### src/rtl/npu_mac_pkg.sv
// Shared widths and saturation limits for the NPU MAC datapath.
package npu_mac_pkg;

  localparam int unsigned PW_DEFAULT    = 20;
  localparam int unsigned ACC_W_DEFAULT = 32;

  localparam logic signed [ACC_W_DEFAULT-1:0] ACC_MAX = {1'b0, {(ACC_W_DEFAULT-1){1'b1}}};
  localparam logic signed [ACC_W_DEFAULT-1:0] ACC_MIN = {1'b1, {(ACC_W_DEFAULT-1){1'b0}}};

endpackage

### src/rtl/addertree_cpa.sv
// Carry-propagate adder resolving the compression tree's sum/carry rows, modulo 2^PW.
module addertree_cpa #(
  parameter int unsigned PW = 20
) (
  input  logic [PW-1:0] a,
  input  logic [PW-1:0] b,
  output logic [PW-1:0] sum
);

  always_comb begin
    sum = a + b;
  end

endmodule

### src/rtl/addertree_final_accum.sv
// Resolves sum/carry pairs into signed products, accumulates them per group with
// saturation, and hands the group total downstream over valid/ready.
module addertree_final_accum
  import npu_mac_pkg::*;
#(
  parameter int unsigned PW    = PW_DEFAULT,
  parameter int unsigned ACC_W = ACC_W_DEFAULT
) (
  input  logic             clk,
  input  logic             rst_n,
  input  logic             in_valid,
  output logic             in_ready,
  input  logic [PW-1:0]    in_sum,
  input  logic [PW-1:0]    in_carry,
  input  logic             in_last,
  output logic             out_valid,
  input  logic             out_ready,
  output logic [ACC_W-1:0] out_data,
  output logic             out_sat
);

  localparam logic [ACC_W-1:0] ACC_HI = {1'b0, {(ACC_W-1){1'b1}}};
  localparam logic [ACC_W-1:0] ACC_LO = {1'b1, {(ACC_W-1){1'b0}}};

  logic             s1_valid;
  logic             s1_last;
  logic [PW-1:0]    s1_sum;
  logic [PW-1:0]    s1_carry;
  logic [PW-1:0]    p;
  logic [ACC_W-1:0] p_ext;
  logic [ACC_W-1:0] acc;
  logic [ACC_W-1:0] acc_next;
  logic [ACC_W:0]   t;
  logic             sat;
  logic             clamp_now;
  logic             advance;

  addertree_cpa #(.PW(PW)) u_cpa (
    .a   (s1_sum),
    .b   (s1_carry),
    .sum (p)
  );

  // Overflow of the ACC_W+1 sum shows as disagreement between its top two bits.
  always_comb begin
    p_ext     = {{(ACC_W-PW){p[PW-1]}}, p};
    t         = {acc[ACC_W-1], acc} + {p_ext[ACC_W-1], p_ext};
    clamp_now = t[ACC_W] ^ t[ACC_W-1];
    if (!clamp_now) begin
      acc_next = t[ACC_W-1:0];
    end else if (t[ACC_W]) begin
      acc_next = ACC_LO;
    end else begin
      acc_next = ACC_HI;
    end
  end

  // Only a last element can be blocked, and only by a result still waiting downstream.
  always_comb begin
    advance  = s1_valid & ~(s1_last & out_valid & ~out_ready);
    in_ready = ~s1_valid | advance;
  end

  always_ff @(posedge clk or negedge rst_n) begin
    if (!rst_n) begin
      s1_valid <= 1'b0;
      s1_last  <= 1'b0;
      s1_sum   <= '0;
      s1_carry <= '0;
    end else if (in_valid && in_ready) begin
      s1_valid <= 1'b1;
      s1_last  <= in_last;
      s1_sum   <= in_sum;
      s1_carry <= in_carry;
    end else if (advance) begin
      s1_valid <= 1'b0;
    end
  end

  always_ff @(posedge clk or negedge rst_n) begin
    if (!rst_n) begin
      acc       <= '0;
      sat       <= 1'b0;
      out_valid <= 1'b0;
      out_data  <= '0;
      out_sat   <= 1'b0;
    end else begin
      if (advance && s1_last) begin
        out_data  <= acc_next;
        out_sat   <= sat | clamp_now;
        out_valid <= 1'b1;
        acc       <= '0;
        sat       <= 1'b0;
      end else begin
        if (advance) begin
          acc <= acc_next;
          sat <= sat | clamp_now;
        end
        if (out_valid && out_ready) begin
          out_valid <= 1'b0;
        end
      end
    end
  end

endmodule

### config.mk
export PLATFORM = sky130hd
export DESIGN_NAME = addertree_final_accum
export DESIGN_NICKNAME = d
export VERILOG_FILES = /design/src/rtl/npu_mac_pkg.sv /design/src/rtl/addertree_cpa.sv /design/src/rtl/addertree_final_accum.sv
export SDC_FILE = /design/constraint.sdc
export NUM_CORES = 1
export LEC_CHECK = 0
export BUFFER_PORTS_ARGS = -buffer_cell sky130_fd_sc_hd__clkbuf_2
export CAP_MARGIN = 30
export CORE_ASPECT_RATIO = 0.5
export CORE_MARGIN = 10
export CORE_UTILIZATION = 36
export CTS_BUF_LIST = sky130_fd_sc_hd__clkbuf_4
export CTS_CLUSTER_DIAMETER = 150
export DETAILED_ROUTE_END_ITERATION = 8
export GPL_TIMING_DRIVEN = 0
export PLACE_DENSITY = 0.52
export SYNTH_ARGS = -nofsm -noshare
export SYNTH_HDL_FRONTEND = slang
export SYNTH_SLANG_ARGS = --single-unit
export TNS_END_PERCENT = 10
### constraint.sdc
create_clock -name clk -period 13.55 [get_ports clk]
set_input_delay 1.355 -clock clk [delete_from_list [all_inputs] [get_ports clk]]
set_output_delay 1.355 -clock clk [all_outputs]
set_load 0.02 [all_outputs]
# After elaboration in Yosys (flattened, before gate mapping)

Index checks and enable logic that the tools add are counted.

$add $sub $neg: 2
Multiplexer cells: 10
Bitwise logic cells: 9
Reduce and logical (&&, ||, !) cells: 6

Operator list:

| kind                    | count |
|---|---|
| two-way mux 32 bit      | 4 |
| adder 32 x 20 -> 33 bit | 1 |
| adder 20 bit            | 1 |
| two-way mux 1 bit       | 6 |
| nonzero test 2 bit      | 3 |
| bitwise AND 1 bit       | 3 |
| logical AND 1 bit       | 3 |
| inverter 1 bit          | 3 |
| OR 1 bit                | 2 |
| XOR 1 bit               | 1 |

Flip-flop bits (word level): 109
Input port bits: 45
Output and inout port bits: 35
Word-level logic and storage cells: 36

# Longest topological paths before layout

Gate-level depths: netlist (run 1).

Depth after elaboration: 7
Gate-level depth with buffers: 25
Depth with buffers taken out: 22

# Cells and area by module

Synthesis (run 1) repeated with hierarchy kept, for this count alone.

Cells, all modules: 751
Area, all modules: 7144.4 µm²

Modules (own cells, without submodules):

| module                | instances | cells each | area an instance (µm²) | sequential area each (µm²) |
|---|---|---|---|---|
| addertree_final_accum | 1         | 619        | 6143.4                 | 2727.6 |
| addertree_cpa         | 1         | 132        | 1001.0                 | 0.0 |

# Worst setup path before layout (run 1)

Ideal clock, no wire load.

Kind: register to register
From: register s1_sum[6]
To: register out_data[27]
Library setup time: 0.125 ns
Arrival time: 4.741 ns
Required time: 13.425 ns
Slack: 8.684 ns
Cell stages (with the launch flop): 23
Buffers on the path: 3
Period minus slack after synthesis: 4.866 ns
Path through: dfrtp_1 ha_1 or4_1 a21oi_1 or2_2 a211o_1 nand2_1 nor2_1 o21ai_0 xnor2_1 ha_1 buf_2 a21oi_1 o211ai_1 a221oi_2 nor2_1 nor2_1 nand3b_1 buf_2 a31o_4 buf_6 a21o_1 mux2_2

Longest elaborated chain between the ends: 4
Elaborated cells between the ends (all ways): 5
Those cells by class: 2 x add/sub; 2 x mux; 1 x bitwise

RTL lines:

| element                                         | line                                                     | text |
|---|---|---|
| from (decl)                                     | addertree_final_accum.sv:27                              | `logic [PW-1:0] s1_sum;` |
| from (signal assigned)                          | addertree_final_accum.sv:73                              | `s1_sum <= in_sum;` |
| adder 20 bit *                                  | addertree_cpa.sv:11                                      | `sum = a + b;` |
| adder 32 x 20 -> 33 bit *                       | addertree_final_accum.sv:47                              | `t = {acc[ACC_W-1], acc} + {p_ext[ACC_W-1], p_ext};` |
| two-way mux 32 bit or XOR 1 bit (tied branches) | addertree_final_accum.sv:51, addertree_final_accum.sv:48 |  |
| two-way mux 32 bit *                            | addertree_final_accum.sv:49                              | `if (!clamp_now) begin` |
| to (signal assigned)                            | addertree_final_accum.sv:89                              | `out_data <= acc_next;` |
| to (decl)                                       | addertree_final_accum.sv:18                              | `output logic [ACC_W-1:0] out_data,` |

Every way passes the cells marked *; elsewhere a longest branch is shown, timed or not.
A chain may end at the register's enable or synchronous reset.

# Final worst setup path (run 1)

From: register s1_sum[6]
To: register acc[24]

Longest elaborated chain between the ends: 6
Elaborated cells between the ends (all ways): 7
Those cells by class: 2 x add/sub; 4 x mux; 1 x bitwise

RTL lines:

| element                                         | line                                                     | text |
|---|---|---|
| adder 20 bit *                                  | addertree_cpa.sv:11                                      |  |
| adder 32 x 20 -> 33 bit *                       | addertree_final_accum.sv:47                              |  |
| two-way mux 32 bit or XOR 1 bit (tied branches) | addertree_final_accum.sv:51, addertree_final_accum.sv:48 |  |
| two-way mux 32 bit *                            | addertree_final_accum.sv:49                              |  |
| two-way mux 32 bit *                            | addertree_final_accum.sv:95                              | `if (advance) begin` |
| two-way mux 32 bit *                            | addertree_final_accum.sv:88                              | `if (advance && s1_last) begin` |
| to (signal assigned)                            | addertree_final_accum.sv:96                              | `acc <= acc_next;` |
| to (decl)                                       | addertree_final_accum.sv:31                              | `logic [ACC_W-1:0] acc;` |

Every way passes the cells marked *; elsewhere a longest branch is shown, timed or not. The select of a mux whose other input is x is not followed.

==> results of run 1 <==
-- routing by layer --
| metal | wire length, um | GRT usage [%] |
|---|---|---|
| met5 | 0 | 0 |
| met4 | 229 | 3.67 |
| met3 | 792 | 3.34 |
| met2 | 8410 | 22.7 |
| met1 | 10100 | 21.7 |
-- sequential cells by signal, summed over array words and instances (netlist names) --
name / cells
s1_carry: 20
sat: 1
s1_last: 1
out_valid: 1
out_sat: 1
s1_sum: 20
out_data: 32
acc: 32
s1_valid: 1
-- layout by cell type (no fill, tap or decap), types with 13 or more instances in the layout --
cell,count
dfrtp_1,109
clkbuf_2,80
nand2_1,73
a21oi_1,61
o21ai_0,56
ha_1,52
mux2_2,46
nor2_1,38
xnor2_1,29
a31oi_1,20
o21ai_1,18
a21o_1,17
clkbuf_1,17
nand3_1,16
inv_1,15
and3_1,15
xor2_1,13
-- final timing paths --
check                        startpoint            to  slack (ns)  cells after the start
max                           s1_sum[6]       acc[24]        7.76                     22
min                        out_data[21]  out_data[21]        0.50                      2
max reg2reg                   s1_sum[6]       acc[24]        7.76                     22
min reg2reg                out_data[21]  out_data[21]        0.50                      2
max in group asynchronous         rst_n       acc[24]       12.00                      1
min in group asynchronous         rst_n     s1_sum[1]        0.94                      1
-- worst reg2reg max path: stages (launching register included) --
cell and delay (ns):
dfrtp_1 0.42, ha_1 0.24, or4_1 0.52, a21oi_1 0.16, or2_2 0.17, a211o_1 0.14
nand2_1 0.05, nor2_1 0.17, o21ai_0 0.20, xnor2_2 0.72, ha_1 0.38, clkbuf_2 0.17
a21oi_1 0.21, o21ai_1 0.21, a221oi_2 0.32, nor2_1 0.07, nor2_1 0.16, nand3b_1 0.11
or3_1 0.30, buf_2 0.19, buf_2 0.24, a31oi_1 0.42, o21ai_1 0.13
-- per-stage QoR --
stage / cells / total power [mW] / util, % / hold slack [ns] / setup WS [ns]
final: 1104 / 2.27 / 40.9 / 0.501 / 7.76
after global routing: 1104 / 2.48 / 40.9 / 0.526 / 7.26
after CTS: 1103 / 2.28 / 40.8 / 0.505 / 7.72
after detailed placement: 1090 / 2.12 / 40.4 / 0.472 / 7.75
after global placement: 1090 / 2.10 / 40.3 / 0.466 / 7.28
after floorplan: 745 / 1.69 / - / 0.455 / 8.68
-- cells by family (layout without fill, tap and decap cells) --
logic type	Yosys count	count (layout)	synth area share (%)
AOI/OAI and AO/OA	246	246	22.4
and+or+nand+nor	189	189	12.6
DFF	109	109	38.6
adders and majority gates	59	59	10.5
buffers and inverters	52	144	3.15
muxes	47	47	7.47
xor gates and xnor gates	43	43	5.33
other	0	1	0
-- report_power, final --
part	switching [mW]	internal, mW	total [mW]
Clock	0.109	0.0392	0.148
Sequential	0.0644	0.436	0.500
Combinational	0.983	0.637	1.62
-- cell type report --
cell class,instances,area (um2),area share [%]
Antenna cell,1,2.50,0.0316
Buffer,37,166,2.10
Clock buffer,11,82.6,1.04
Clock inverter,2,12.5,0.158
Inverter,15,56.3,0.711
Multi-Input combinational cell,584,4130,52.2
Sequential cell,109,2730,34.5
Tap cell,266,333,4.21
Timing Repair Buffer,79,404,5.11
==> metrics.csv, run 1 <==
metric;value;unit
Hold Path Class;reg2reg;
first-pass GRT wire length;31900;um
fill cell count;1971;
Synth area leader;dfrtp_1;
clock buffer depth;2;
clock sink total;109;
vias in the first global route;5862;
Leak;3.61;nW
Final Max Tran Viols;0;
share of layout cells above drive strength 1;20.7;%
Slew HR;41.3;%
max_cap viols;0;
Syn Inst Count;745;
cell area after layout;7910;um2
Area growth syn-to-layout;11.9;%
Critical Path RT;13.93;ns
Largest delay share family, worst path;compound AO/OA/AOI/OAI gates;
FP Rows;36;
critical-path maximum fanout;13;
Worst path most repeated cell;nor2_1;
post-synthesis register bit count;109;
crit start category;flop;
Total GRT Usage;15.2;%
post-cts sizing count;0;
Final Hold Fails;0;
Unique masters post-synth;69;
largest net degree at the start of global routing;110;
WL/cell;17.7;um
commonest cells in the netlist;dfrtp_1 (109), nand2_1 (73), a21oi_1 (61);
grt total ovfl;0;
pwr dens;287;nW/um2
core footprint;19400;um2
Final Cycle Share;42.7;%
CP Cell Sequence;ha_1, or4_1, a21oi_1, or2_2, a211o_1, nand2_1, nor2_1, o21ai_0, xnor2_2, ha_1, clkbuf_2, a21oi_1, o21ai_1, a221oi_2, nor2_1, nor2_1, nand3b_1, or3_1, buf_2, buf_2, a31oi_1, o21ai_1;
Max stage delay cell, worst path;xnor2_2;
Area after DPL;7820;um2
TNS Setup;0;ns
Worst-path clk slew;0.14;ns
Initial DRC Count;306;
I/O Buffers;79;
worst-skew pair later-pin latency;0.52;ns
Final ANT Viol Nets;0;
Total Wirelength;19500;um
post-CTS setup-driven buffer insertion count;0;
routability congestion estimate;0.875;
RSZ-0062 raised after global routing;false;
Ports;80;
Clock H-tree levels;3;
Tmin final;5.79;ns
Synth warnings;0;
arrival time worst endpoint;6.17;ns
register area share after synthesis;38.6;%
post-synth top area share;38.6;%
detailed placement HPWL;15000;um
Syn Area/Cell;9.49;um2
setup violators final;0;
CP peak stage delay;0.72;ns
ys flop type;dfrtp_1;
Post-synth EDFFs;0;
critical path class;reg2reg;
Residual DRC;0;
initial antenna violation count;1;
Max Clk Rate;173;MHz
clock tree root buffer cell;clkbuf_4;
initial core utilization;36.5;%
Syn Nets;844;
die area;26000;um2
CTS tree;built;
Peak supply drop;89.7;uV
DIE WIDTH;218;um
Vias;5791;
top cells by area, synth;dfrtp_1 (39%), ha_1 (9.2%), mux2_2 (7.3%), a21oi_1 (4.3%), o21ai_0 (4.0%);
element type at the critical path end;flop;
Post-CTS Hold Buffers;0;
DR vias/cell;5.25;
Worst Skew;0.0267;ns
CTS Buf Count;9;
run status;completed;
Netlist Area Pre-Place;7070;um2
die height;119;um
asr flop ratio synth;100;%
most common cell in the synthesized netlist;dfrtp_1;
Worst-Margin Slew;0.877;ns
nets@finish;934;
worst path bufs/invs;3;
drt first pass iters;5;
(Power assumes the default switching activity.)
==> run 2: changes to the inputs <==
PLACE_DENSITY = 0.53   (was 0.52)
clock period = 5 ns   (was 13.55 ns; I/O delays follow)
==> metrics.csv, run 2 (synthesis results as in run 1) <==
metric;value;unit
first-pass GRT wire length;31800;um
Worst-path clk slew;0.17;ns
Tmin final;5.03;ns
I/O Buffers;79;
TNS Setup;-0.0464;ns
CTS tree;built;
CTS Buf Count;9;
largest net degree at the start of global routing;110;
run status;finished with violations;
critical path class;reg2reg;
Worst Skew;0.0251;ns
Initial DRC Count;387;
critical-path maximum fanout;7;
element type at the critical path end;flop;
Ports;80;
clock sink total;109;
final worst slack;-0.0287;ns
die height;119;um
die area;26000;um2
Clock H-tree levels;3;
Final Max Tran Viols;0;
initial core utilization;36.5;%
final cell utilization of the core;45.4;%
Residual DRC;0;
Max Clk Rate;199;MHz
Final Cycle Share;101;%
WL/cell;17.9;um
RSZ-0062 raised after global routing;true;
most frequent cells in the layout;dfrtp_1 (109), clkbuf_2 (80), nand2_1 (69);
initial antenna violation count;0;
failing checks;setup timing;
Hold Path Class;in2async;
Total Wirelength;20200;um
FP Rows;36;
crit start category;flop;
worst-skew pair later-pin latency;0.49;ns
core footprint;19400;um2
max_cap viols;0;
Vias;5992;
worst path bufs/invs;4;
share of layout cells above drive strength 1;32.2;%
vias in the first global route;5928;
Max stage delay cell, worst path;or3_4;
DR vias/cell;5.29;
commonest non-fill, non-tap cell in the layout;dfrtp_1;
Place WS;-0.801;ns
Area growth syn-to-layout;24.4;%
clock buffer depth;2;
detailed placement HPWL;14800;um
DIE WIDTH;218;um
arrival time worst endpoint;5.39;ns
Slew HR;27.9;%
CP peak stage delay;0.46;ns
biggest registers after layout;acc x32, out_data x32;
grt total ovfl;0;
Final Hold Fails;0;
Total GRT Usage;15.1;%
Largest delay share family, worst path;compound AO/OA/AOI/OAI gates;
routability congestion estimate;0.869;
Final ANT Viol Nets;0;
nets@finish;960;
drt first pass iters;4;
clock tree root buffer cell;clkbuf_4;
hold_ws;0.116;ns
CP Cell Sequence;ha_1, a21o_1, a21o_1, a21oi_2, or2_2, a211o_1, nand2_2, nor2_4, o21ai_4, xnor2_4, buf_6, buf_4, ha_4, nand2_1, o211ai_1, a221oi_2, nor2_1, nor2_2, nand3b_1, buf_4, or3_4, clkbuf_16, a31oi_4, o21ai_1;
Worst-Margin Slew;1.07;ns
Critical Path RT;5.36;ns
setup violators final;3;
## run 2: changes by cell type in the layout (fill, tap and decap cells not counted), moves of 8 or more
cell     change
a21oi_1     -16
a21oi_2     +13
a31oi_1      -8
buf_4       +23
ha_1        -14
## run 2: layout make-up
type	count	area, um2
fill	1949	10600
tap	266	333
clock buffer	11	82.6
inverter	15	56.3
sequential	109	2730
multi-input combinational	585	4690
buffer	33	219
clock inverter	5	26.3
antenna	1	2.50
timing repair buffer	108	661
## run 2: repair_timing
action,CTS,global route
endpoints found under the hold margin,0,0
gates cloned,1,2
setup endpoints to repair,66,64
buffers inserted,9,18
gates resized for setup,46,93
hold buffers,0,0
pin swaps,14,45
## run 2: metal layers
metal | GRT usage (%) | up-vias | share of wire [%]
met5 | 0 | - | 0
met4 | 3.23 | 0 | 1.2
met3 | 3.69 | 14 | 3.9
met2 | 23.5 | 106 | 45
met1 | 20.8 | 2896 | 50
li1 | - | 2976 | -
## run 2: worst paths after layout
kind | startpoint | to | slack (ns) | cells after the start
max | s1_sum[1] | acc[11] | -0.03 | 24
min | rst_n | acc[4] | 0.12 | 1
max reg2reg | s1_sum[1] | acc[11] | -0.03 | 24
min reg2reg | out_data[31] | out_data[31] | 0.50 | 2
max in group asynchronous | rst_n | out_data[8] | 4.28 | 1
min in group clk | out_ready | out_valid | 0.20 | 2
## run 2: metrics by stage
step	cell area [um2]	cells
floorplan	7070	745
global placement	7800	1090
detailed placement	7820	1090
CTS	8220	1116
global route	8800	1132
finish	8800	1133
Power of run 2 is not shown: default switching activity piles up to over one toggle a cycle in this logic, so the estimate is an artifact.
==> run 3: changes to the inputs <==
CORE_ASPECT_RATIO = unset   (was 0.5)
SKIP_LAST_GASP = 1   (was unset)
==> metrics.csv, run 3 (synthesis results as in run 1) <==
metric;value;unit
run status;completed;
grt total ovfl;0;
DR WL met2;9320;um
element type at the critical path end;flop;
DIE WIDTH;160;um
Setup crit end;out_data[22];
worst setup path start;s1_carry[0];
CP Cell Sequence;ha_2, inv_2, fa_2, nor2b_2, o31a_1, o221a_4, o2111a_1, nor2_2, a21oi_2, a211oi_2, a21oi_2, xor2_2, ha_1, buf_6, nand2_4, o21ai_4, a21oi_2, a21oi_2, nand3_2, and3_4, or3_4, a31o_1, mux2_2;
Worst R2R Path Depth;23;
critical path class;reg2reg;
critical-path maximum fanout;7;
CTS Buf Count;9;
max_cap viols;0;
Worst path depth;23;
Hold Path Class;in2reg;
Final Max Tran Viols;0;
M1 WL;9190;um
crit start category;flop;
initial core utilization;36.5;%
CTS tree;built;
final cell count without fillers;1135;
Clock H-tree levels;3;
Worst path most repeated cell;a21oi_2;
nets@finish;963;
biggest registers after layout;acc x32, out_data x32;
Final Cycle Share;98.5;%
FF-to-FF setup slack;0.07;ns
Area growth syn-to-layout;23.0;%
most frequent cells in the layout;dfrtp_1 (109), clkbuf_2 (81), nand2_1 (70);
detailed placement HPWL;14800;um
first-pass GRT wire length;31900;um
commonest non-fill, non-tap cell in the layout;dfrtp_1;
Tmin final;4.93;ns
DR vias/cell;5.29;
vias in the first global route;6032;
Total Wirelength;19800;um
DP Cell Count;1091;
CP peak stage delay;0.41;ns
FP Rows;51;
reg2reg start;s1_carry[0];
final cell utilization of the core;44.8;%
highest metal used;met4;
Worst-path clk slew;0.17;ns
die height;160;um
initial antenna violation count;1;
clock tree root buffer cell;clkbuf_4;
Max Clk Rate;203;MHz
Total GRT Usage;15.1;%
Worst Skew;0.0131;ns
Slew HR;46.9;%
drt first pass iters;4;
arrival time worst endpoint;5.32;ns
RSZ-0062 raised after global routing;true;
Residual DRC;0;
Ports;80;
share of layout cells above drive strength 1;30.8;%
Max stage delay cell, worst path;dfrtp_1;
I/O Buffers;79;
Largest delay share family, worst path;compound AO/OA/AOI/OAI gates;
core footprint;19400;um2
Worst-Margin Slew;0.796;ns
largest net degree at the start of global routing;62;
worst-skew pair later-pin latency;0.49;ns
die area;25600;um2
worst path bufs/invs;2;
hold_ws;0.194;ns
clock buffer depth;2;
Final Hold Fails;0;
Initial DRC Count;281;
Vias;6005;
setup violators final;0;
Final ANT Viol Nets;0;
routability congestion estimate;0.880;
Critical Path RT;5.39;ns
met3 wire len;826;um
RR Endpoint;out_data[22];
WL/cell;17.4;um
clock sink total;109;
-- run 3: metrics by stage --
stage	setup slack (ns)	TNS (ns)	area, um2
after global routing	-0.150	-4.72	8700
after floorplan	0.134	0	7070
after global placement	-1.14	-58.83	7800
after CTS	-0.0290	-0.0457	8340
final	0.0731	0	8700
after detailed placement	-0.655	-27.67	7840
-- run 3: how the worst min path moves through the flow --
| stage | start | endpoint | slack (ns) | cells after the start |
|---|---|---|---|---|
| 6_report | out_ready | out_valid | 0.19 | 2 |
| 5_1_grt | in_sum[4] | s1_sum[4] | 0.18 | 2 |
| 4_1_cts | out_ready | out_valid | 0.15 | 2 |
| 3_5_place_dp | out_data[21] | out_data[21] | 0.47 | 2 |
| 3_3_place_gp | out_data[21] | out_data[21] | 0.47 | 2 |
| 2_1_floorplan | rst_n | acc[0] | 0.20 | 0 |
-- run 3: per-layer routing --
metal	vias to the layer above	GRT usage (%)
met1	2875	19.5
met3	28	3.24
met5	-	0
met2	128	24.5
li1	2974	-
met4	0	5.01
-- run 3: layout make-up --
cell class / count / area, um2
diodes: 1 / 2.50
plain buffers: 34 / 216
clock buffers: 11 / 82.6
clock inverters: 5 / 60.1
fillers: 1982 / 10700
inverters: 15 / 56.3
multi-input cells: 584 / 4540
flip-flops and latches: 109 / 2730
well taps: 265 / 332
repair buffers: 111 / 686
-- run 3: what timing repair did --
| item | in CTS | in global routing |
|---|---|---|
| buffers inserted | 8 | 20 |
| resized for setup | 60 | 53 |
| cloned | 0 | 1 |
| hold buffers | 1 | 0 |
| hold endpoints to repair | 48 | 0 |
| setup endpoints to repair | 64 | 63 |
| pin swaps | 15 | 35 |
-- run 3: worst reg2reg max path: cells and delay by family, from the launching register on --
family	cells	cell delay [ns]
buffers and inverters	2	0.19
XOR/XNOR	1	0.18
multiplexers	1	0.27
AND/OR/NAND/NOR	6	1.01
adder cells (fa/ha/maj)	3	0.71
AO/OA/AOI/OAI	10	2.05
flip-flops	1	0.41
Power of run 3 is left out for the same reason.
